$ cat config.mk
export PLATFORM = sky130hd
export DESIGN_NAME = divider_seq_ctrl
export DESIGN_NICKNAME = d
export VERILOG_FILES = /design/src/rtl/divider_seq_pkg.sv /design/src/rtl/divider_seq_ctrl_run_timer.sv /design/src/rtl/divider_seq_ctrl.sv
export SDC_FILE = /design/constraint.sdc
export NUM_CORES = 1
export LEC_CHECK = 0
export CORE_UTILIZATION = 39
export DETAILED_ROUTE_END_ITERATION = 16
export GPL_TIMING_DRIVEN = 0
export PLACE_DENSITY = 0.72
export SETUP_SLACK_MARGIN = 0.05
export SYNTH_ARGS = -nofsm -noshare
export SYNTH_HDL_FRONTEND = slang
export SYNTH_SLANG_ARGS = --single-unit
$ cat constraint.sdc
create_clock -name CK -period 1.4 [get_ports CK]
set_input_delay 0.21 -clock CK [delete_from_list [all_inputs] [get_ports CK]]
set_output_delay 0.21 -clock CK [all_outputs]
set_load 0.05 [all_outputs]
$ cat src/rtl/divider_seq_pkg.sv
// Shared types and constants for the gated-clock divider sequencer.
// The FSM encoding and the divide-by-zero result value live here.
package divider_seq_pkg;

  typedef enum logic [2:0] {
    IDLE    = 3'd0,
    CLEAR   = 3'd1,
    RUN     = 3'd2,
    CAPTURE = 3'd3,
    DONE    = 3'd4
  } state_t;

  localparam int C_RUN_CYCLES_DEFAULT = 10;

  // All-ones pattern of the requested width, used as the quotient on divide-by-zero.
  function automatic logic [31:0] dbz_value(input int width);
    logic [31:0] v;
    if (width >= 32) v = '1;
    else             v = (32'h1 << width) - 32'h1;
    return v;
  endfunction

endpackage

$ cat src/rtl/divider_seq_ctrl_run_timer.sv
// Run-window timer: cleared by load, counts while enabled, saturates at
// all-ones and pulses o_tc while enabled on the terminal count.
module run_timer #(
  parameter int C_CNT_BITS = 4,
  parameter int C_TERMINAL = 9
) (
  input  logic CK,
  input  logic R,
  input  logic i_load,
  input  logic i_en,
  output logic o_tc
);

  localparam logic [C_CNT_BITS-1:0] C_MAX = '1;
  localparam logic [C_CNT_BITS-1:0] C_TC  = C_CNT_BITS'(C_TERMINAL);

  logic [C_CNT_BITS-1:0] r_cnt;

  always_ff @(posedge CK) begin
    if (R || i_load) begin
      r_cnt <= '0;
    end else if (i_en && (r_cnt != C_MAX)) begin
      r_cnt <= r_cnt + 1'b1;
    end
  end

  assign o_tc = i_en && (r_cnt == C_TC);

endmodule

$ cat src/rtl/divider_seq_ctrl.sv
// Upstream sequencer for the gated-clock divider: accepts an operand pair,
// clears and runs the divider for a fixed window, then presents the quotient.
module divider_seq_ctrl
  import divider_seq_pkg::*;
#(
  parameter int C_NUM_BITS   = 4,
  parameter int C_RUN_CYCLES = C_RUN_CYCLES_DEFAULT,
  parameter int C_CNT_BITS   = 4
) (
  input  logic                  CK,
  input  logic                  R,
  input  logic                  IN_VALID,
  output logic                  IN_READY,
  input  logic [C_NUM_BITS-1:0] IN_A,
  input  logic [C_NUM_BITS-1:0] IN_B,
  output logic                  DIV_E,
  output logic                  DIV_RN,
  output logic [C_NUM_BITS-1:0] DIV_A,
  output logic [C_NUM_BITS-1:0] DIV_B,
  input  logic [C_NUM_BITS-1:0] DIV_Q,
  output logic                  OUT_VALID,
  input  logic                  OUT_READY,
  output logic [C_NUM_BITS-1:0] OUT_Q,
  output logic                  OUT_DBZ
);

  localparam logic [C_NUM_BITS-1:0] C_DBZ_Q = C_NUM_BITS'(dbz_value(C_NUM_BITS));

  state_t                r_state;
  state_t                w_next;
  logic                  w_accept;
  logic                  w_b_zero;
  logic                  w_tc;
  logic                  w_div_e_nxt;
  logic                  w_div_rn_nxt;
  logic                  r_div_e;
  logic                  r_div_rn;
  logic [C_NUM_BITS-1:0] r_div_a;
  logic [C_NUM_BITS-1:0] r_div_b;
  logic [C_NUM_BITS-1:0] r_out_q;
  logic                  r_out_dbz;

  assign w_accept = IN_VALID && (r_state == IDLE);
  assign w_b_zero = (IN_B == '0);

  run_timer #(
    .C_CNT_BITS (C_CNT_BITS),
    .C_TERMINAL (C_RUN_CYCLES - 1)
  ) u_run_timer (
    .CK     (CK),
    .R      (R),
    .i_load (r_state == CLEAR),
    .i_en   (r_state == RUN),
    .o_tc   (w_tc)
  );

  always_ff @(posedge CK) begin
    if (R) r_state <= IDLE;
    else   r_state <= w_next;
  end

  // Gate enable and divider reset are registered from the next state so the
  // clock gate and the divider's reset pin never see decode glitches.
  always_comb begin
    w_next       = IDLE;
    w_div_e_nxt  = 1'b0;
    w_div_rn_nxt = 1'b0;
    case (r_state)
      IDLE: begin
        if (w_accept) w_next = w_b_zero ? DONE : CLEAR;
        else          w_next = IDLE;
      end
      CLEAR:   w_next = RUN;
      RUN:     w_next = w_tc ? CAPTURE : RUN;
      CAPTURE: w_next = DONE;
      DONE:    w_next = OUT_READY ? IDLE : DONE;
      default: w_next = IDLE;
    endcase
    w_div_e_nxt  = (w_next == CLEAR) || (w_next == RUN);
    w_div_rn_nxt = (w_next == RUN);
  end

  always_ff @(posedge CK) begin
    if (R) begin
      r_div_e  <= 1'b0;
      r_div_rn <= 1'b0;
    end else begin
      r_div_e  <= w_div_e_nxt;
      r_div_rn <= w_div_rn_nxt;
    end
  end

  // Operands stay frozen from acceptance until the next accept in IDLE.
  always_ff @(posedge CK) begin
    if (R) begin
      r_div_a <= '0;
      r_div_b <= '0;
    end else if (w_accept) begin
      r_div_a <= IN_A;
      r_div_b <= IN_B;
    end
  end

  always_ff @(posedge CK) begin
    if (R) begin
      r_out_q   <= '0;
      r_out_dbz <= 1'b0;
    end else if (w_accept && w_b_zero) begin
      r_out_q   <= C_DBZ_Q;
      r_out_dbz <= 1'b1;
    end else if (r_state == CAPTURE) begin
      r_out_q   <= DIV_Q;
      r_out_dbz <= 1'b0;
    end
  end

  assign IN_READY  = (r_state == IDLE);
  assign OUT_VALID = (r_state == DONE);
  assign DIV_E     = r_div_e;
  assign DIV_RN    = r_div_rn;
  assign DIV_A     = r_div_a;
  assign DIV_B     = r_div_b;
  assign OUT_Q     = r_out_q;
  assign OUT_DBZ   = r_out_dbz;

endmodule

==> results of run 1 <==
==> per-stage QoR <==
| stage | hold slack [ps] | setup WS (ps) | util | cell area (um2) |
|---|---|---|---|---|
| floorplan | 346 | -41.8 | - | 1000 |
| global placement | 441 | -417 | 0.592 | 1350 |
| detailed placement | 446 | -482 | 0.592 | 1350 |
| CTS | 288 | -110 | 0.670 | 1520 |
| global route | 379 | -119 | 0.701 | 1600 |
| finish | 348 | -97.9 | 0.701 | 1600 |
==> cell usage after synthesis (2+ instances only) <==
cell type,count,share of area
o21ai_0,2,0.010
a21o_1,4,0.031
dfxtp_1,22,0.46
a211oi_1,4,0.031
or3_1,5,0.032
nor2_1,3,0.012
clkbuf_1,4,0.016
nor3_1,9,0.047
ha_1,2,0.026
nand2_1,20,0.078
a21oi_1,14,0.072
nor3b_1,2,0.016
buf_2,3,0.016
inv_1,7,0.027
==> sequential cells by signal (all words and copies together), names as in the netlist <==
name	count
DIV_A	4
DIV_B	4
OUT_Q	4
u_run_timer.r_cnt	4
r_state	3
DIV_E	1
DIV_RN	1
OUT_DBZ	1
==> layout make-up <==
type                            count  area share
Inverter                            7      0.0165
Sequential cell                    22       0.279
Timing Repair Buffer               41       0.247
Buffer                              7      0.0439
Tap cell                           28      0.0220
Multi-Input combinational cell     79       0.358
Clock buffer                        3      0.0141
Clock inverter                      1      0.0188
==> cell families after synthesis <==
kind of cell	count (synthesis)	synth area share
xor+xnor	1	0.00906
buf+inv	16	0.0776
fa+ha+maj	2	0.0259
simple gates	47	0.250
compound gates	29	0.182
flops	22	0.455
==> final timing paths <==
path                         startpoint                                 to  slack (ps)  cells after the start
setup / recovery  r_state[1]$_SDFF_PP0_  u_run_timer.r_cnt[1]$_SDFFE_PP0P_        -100                      4
hold / removal                        R                   DIV_E$_SDFF_PP0_         350                      2
setup reg to reg  r_state[1]$_SDFF_PP0_  u_run_timer.r_cnt[1]$_SDFFE_PP0P_        -100                      4
hold reg to reg   DIV_A[1]$_SDFFE_PP0P_              DIV_A[1]$_SDFFE_PP0P_         480                      2
==> power by group through the flow <==
stage	combinational (mW)	clock [mW]	sequential, mW
2_1_floorplan	0.168	0	0.812
3_3_place_gp	0.417	0	0.699
3_5_place_dp	0.423	0	0.701
4_1_cts	0.461	0.495	0.690
5_1_grt	0.526	0.524	0.695
6_report	0.496	0.487	0.692
==> layer usage <==
layer  vias up  share of wire  global-route usage
li1        491              -                   -
met1       455           0.42               0.241
met2        30           0.51               0.348
met3         7          0.039              0.0380
met4         0          0.027               0.162
met5         -              0                   0
==> what timing repair did <==
item	CTS	global route
cloned	0	1
endpoints found under the setup margin	37	25
resized for setup	79	17
setup buffers	5	4
pin swaps	17	6
==> worst max-delay path: cells and delay by family, from the launching register on <==
| kind | cells | cell delay [ps] |
|---|---|---|
| simple gates | 2 | 820 |
| flops | 1 | 350 |
| buf+inv | 1 | 130 |
| compound gates | 1 | 140 |
==> summary.md, run 1 <==
| Metric | Value |
|---|---|
| Diode count | `0` |
| Post-synth EDFFs | `0` |
| Clock slew at reported path FFs | `140 ps` |
| Total GRT Usage | `0.212` |
| PwrDens | `1050 nW/um2` |
| Max Cap Violations | `0` |
| Failing checks | `negative setup slack` |
| Total gr overflow | `0` |
| # rows | `17` |
| Net switching power | `approximately 0.51 mW` |
| I/O Pins | `33` |
| Area of the die | `about 2700 um2` |
| Die width | `between 50 and 60 um` |
| Clock latency on the worst-skew pair | `slightly above 300 ps` |
| Syn nets | `135` |
| Peak supply drop | `0.677 mV` |
| Share of cells above drive strength 1 | `0.388` |
| Most common cell after layout, fill and taps aside | `dfxtp_1` |
| First-pass GRT wire length | `4.09 mm` |
| Critical path's slowest cell | `or3b_4` |
| Post-Synthesis Cell Area | `967 um2` |
| Maximum clock frequency | `~0.67 GHz` |
| Final worst slack | `-97.9 ps` |
| Least-Margin Pin Slew | `614 ps` |
| CP cell instances | `buf_6, or3b_4, or3_4, a21oi_2` |
| Final Cycle Share | `1.07` |
| Critical Path AT | `1740 ps` |
| Ys flop type | `dfxtp_1` |
| Worst path required time | `1640 ps` |
| CP Launch Type | `flop` |
| Vias | `983` |
| Slowest stage delay, CP | `440 ps` |
| Avg Vias per Cell | `between 5 and 6` |
| Root Buffer | `clkbuf_4` |
| Post-Layout Cell Count | `approximately 190` |
| RSZ-0062 raised after global routing | `yes` |
| Dpl hpwl | `1.65 mm` |
| Switching fraction of total power | `0.307` |
| Initial core utilization | `0.425` |
| Net count, final | `between 150 and 200` |
| Distinct cells, synth | `30` |
| Sequential fraction of the synthesis area | `0.455` |
| First-pass iteration count of the detailed router | `4` |
| Outcome | `complete, but fails checks` |
| Clock sinks | `22` |
| Most frequent cells in the layout | `20 x dfxtp_1, 14 x clkdlybuf4s50_1, 13 x nand2_1, 13 x clkdlybuf4s15_2, 10 x buf_4` |
| Worst-path maximum fanout | `8` |
| Leakage | `0.624 nW` |
| Fill count | `174` |
| Routed length per instance | `14.2 um` |
| Total power | `1.67 mW` |
| Detailed-route DRC error count | `0` |
| Avg Cell Area, Syn | `8.27 um2` |
| Worst hold path class | `in -> reg` |
| Htree depth | `1` |
| Hold-fix buffers, CTS | `0` |
| Tmin final | `1500 ps` |
| Placed cell count | `176` |
| CTS tree | `yes` |
| PortBufs | `31` |
| RePlAce Congestion | `0.753` |
| Clock power share | `0.291` |
| Endpoints failing setup | `17` |
| Initial drt markers | `16` |
| Initial antenna violation count | `0` |
| Gate power share | `0.296` |
| Largest net degree at the start of global routing | `14` |
| Int Pwr | `1.16 mW` |
| Synth Warn # | `0` |
| Clock Path Buffers | `2` |
| Crit end category | `flop` |
| Share of flip-flops with an asynchronous set or reset | `0` |
| Setup TNS | `-515 ps` |
| Multi-input logic area | `572 um2` |
| Vias in the first global route | `929` |
| Mapped Cells | `117` |
| WS Path Type | `reg -> reg` |
| Sequential Power Share | `0.413` |
| Flip-flop and latch area | `approximately 450 um2` |
| Core area | `around 2300 um2` |
| Slew headroom | `0.590` |
| Final hold vios | `0` |
| Cts bufs inserted | `3` |
| Wirelength, routed | `2.67 mm` |
| Synthesis-stage register bit count | `22` |
| Max Slew Vio Count | `0` |
| Die outline height | `51.8 um` |
| Clock Skews | `13.9 ps` |
| Post-DRT Antenna Nets | `0` |
| Synth-to-Final Area Change | `64.9%` |
No activity file was read; power rests on OpenSTA's default activity.
==> run 2: changes to the inputs <==
Settings changed: CORE_UTILIZATION 39 to 44, GPL_ROUTABILITY_DRIVEN set to 0, PLACE_DENSITY 0.72 to 0.77.
Clock period 1.4 ns to 1.7 ns, I/O delays scaled along.
==> run 2 against run 1 <==
The run now ends clean; critical path depth is the same; global-route usage decreased by 1.9 points; register-to-register slack improved by 250 ps; clock skew down 4.3 ps; utilization fell by 3.4 points; non-clock buffer count down 8; largest power group unchanged; final area down 15%; clock power shrank 41%; highest routed layer is now met3; sequential power shrank 19%; first-iteration DRC count decreased by 19%; worst setup slack improved by 230 ps.
==> summary.md, run 2 (synthesis results as in run 1) <==
| Metric | Value |
|---|---|
| Initial antenna violation count | `0` |
| Grt peak-use layer | `met2` |
| Htree depth | `1` |
| Synth-to-Final Area Change | `39.5%` |
| Most frequent cells in the layout | `22 x dfxtp_1, 20 x nand2_1, 15 x dlygate4sd2_1` |
| Met2 usage | `0.338` |
| I/O Pins | `33` |
| Placed cell area | `1320 um2` |
| Most common cell after layout, fill and taps aside | `dfxtp_1` |
| Final worst slack | `around 140 ps` |
| Slew headroom | `0.668` |
| Vias in the first global route | `871` |
| CTS tree | `yes` |
| Root Buffer | `clkbuf_4` |
| Critical path's slowest cell | `dfxtp_1` |
| Grt met3 use | `0.0343` |
| Hold depth | `2` |
| Flip-flop and latch area | `440 um2` |
| Slowest stage delay, CP | `320 ps` |
| Worst r2r path cells | `5` |
| PortBufs | `31` |
| Avg Vias per Cell | `5.14` |
| Worst-path maximum fanout | `10` |
| Wirelength, routed | `about 2.1 mm` |
| R2r endpoint | `r_state[0]$_SDFF_PP0_` |
| Initial drt markers | `13` |
| Global-route met1 utilization | `0.243` |
| Critical Path AT | `1310 ps` |
| Final hold vios | `0` |
| Total power | `1.17 mW` |
| First-pass GRT wire length | `around 3.7 mm` |
| Crit end category | `primary output` |
| Tmin final | `1560 ps` |
| Worst r2r src | `r_state[1]$_SDFF_PP0_` |
| Routed length per instance | `11.8 um` |
| Least-Margin Pin Slew | `499 ps` |
| Net count, final | `171` |
| # rows | `16` |
| Area of the die | `2390 um2` |
| CP cell instances | `buf_2, buf_2, nor3_2, buf_6` |
| Cts bufs inserted | `3` |
| Post-Layout Cell Count | `about 180` |
| First-pass iteration count of the detailed router | `4` |
| Number of buffers and inverters on the critical path | `3` |
| Vias | `920` |
| Clock sinks | `22` |
| Place WS | `-207 ps` |
| Fin area | `1350 um2` |
| Final Cycle Share | `0.920` |
| Total GRT Usage | `0.192` |
| Share of cells above drive strength 1 | `0.112` |
| Peak supply drop | `about 0.55 mV` |
| Diode count | `0` |
| Clock Skews | `about 9.5 ps` |
| Die width | `~49 um` |
| Endpoints failing setup | `0` |
| Clock slew at reported path FFs | `130 ps` |
| Crit path max-delay family | `buffers and inverters` |
| Setup TNS | `0 ps` |
| Largest net degree at the start of global routing | `13` |
| Cell with the most instances on the worst path | `buf_2` |
| Maximum clock frequency | `0.639 GHz` |
| PwrDens | `between 800 and 900 nW/um2` |
| Multi-input logic area | `roughly 470 um2` |
| Dpl hpwl | `1.54 mm` |
| Hold Crit Start | `R` |
| Max Slew Vio Count | `0` |
| Detailed-route DRC error count | `0` |
| Placed cell count | `~180` |
| Core Util, Final | `0.667` |
| Hold Slack | `347 ps` |
| Core area | `2020 um2` |
| WS Path Type | `reg -> out` |
| Worst hold path class | `in -> reg` |
| Leakage | `between 0.5 and 0.6 nW` |
| Post-DRT Antenna Nets | `0` |
| Register-to-register setup slack | `150 ps` |
| Clock latency on the worst-skew pair | `300 ps` |
| Die outline height | `48.9 um` |
| WHS Endpoint | `DIV_E$_SDFF_PP0_` |
| Worst path required time | `~1400 ps` |
| Clock Path Buffers | `2` |
| Outcome | `completed` |
| Initial core utilization | `0.478` |
| Max Cap Violations | `0` |
| CP Launch Type | `flop` |
| RSZ-0062 raised after global routing | `no` |
| Fill count | `around 190` |
| Total gr overflow | `0` |
[run 2: changes by cell type in the layout (fill, tap and decap cells not counted), sizes merged]
cell	before	now
dlygate4sd2	0	15
bufinv	1	0
clkdlybuf4s15	13	0
buf	16	7
[run 2: how the worst max path moves through the flow]
stage / start / to / slack [ps] / cells past startpoint
3_5_place_dp: r_state[2]$_SDFF_PP0_ / IN_READY / -210 / 4
5_1_grt: r_state[2]$_SDFF_PP0_ / OUT_VALID / 50 / 3
4_1_cts: r_state[2]$_SDFF_PP0_ / IN_READY / 50 / 4
3_3_place_gp: r_state[2]$_SDFF_PP0_ / IN_READY / -190 / 4
6_report: r_state[2]$_SDFF_PP0_ / IN_READY / 140 / 4
2_1_floorplan: r_state[2]$_SDFF_PP0_ / IN_READY / 200 / 3
[run 2: what timing repair did]
item,CTS,global route
resized for setup,26,7
endpoints found under the setup margin,17,7
buffers inserted,0,0
hold buffers,0,0
cloned,0,0
[run 2: layer usage]
metal,up-vias,share of wire
li1,473,-
met1,424,0.48
met2,23,0.48
met3,0,0.047
met4,0,0
met5,-,0
[run 2: where the power goes]
group / total, mW / switching (mW) / internal, mW
sequential: 0.563 / 0.0140 / 0.549
clock: 0.286 / 0.156 / 0.130
combinational: 0.325 / 0.207 / 0.118
total: 1.17 / 0.376 / 0.798
[run 2: cell type report]
| type | count | area share |
|---|---|---|
| buffer | 9 | 0.0399 |
| clock buffer | 4 | 0.0269 |
| timing repair buffer | 31 | 0.215 |
| multi-input combinational | 79 | 0.347 |
| tap | 27 | 0.0250 |
| sequential | 22 | 0.327 |
| inverter | 7 | 0.0195 |
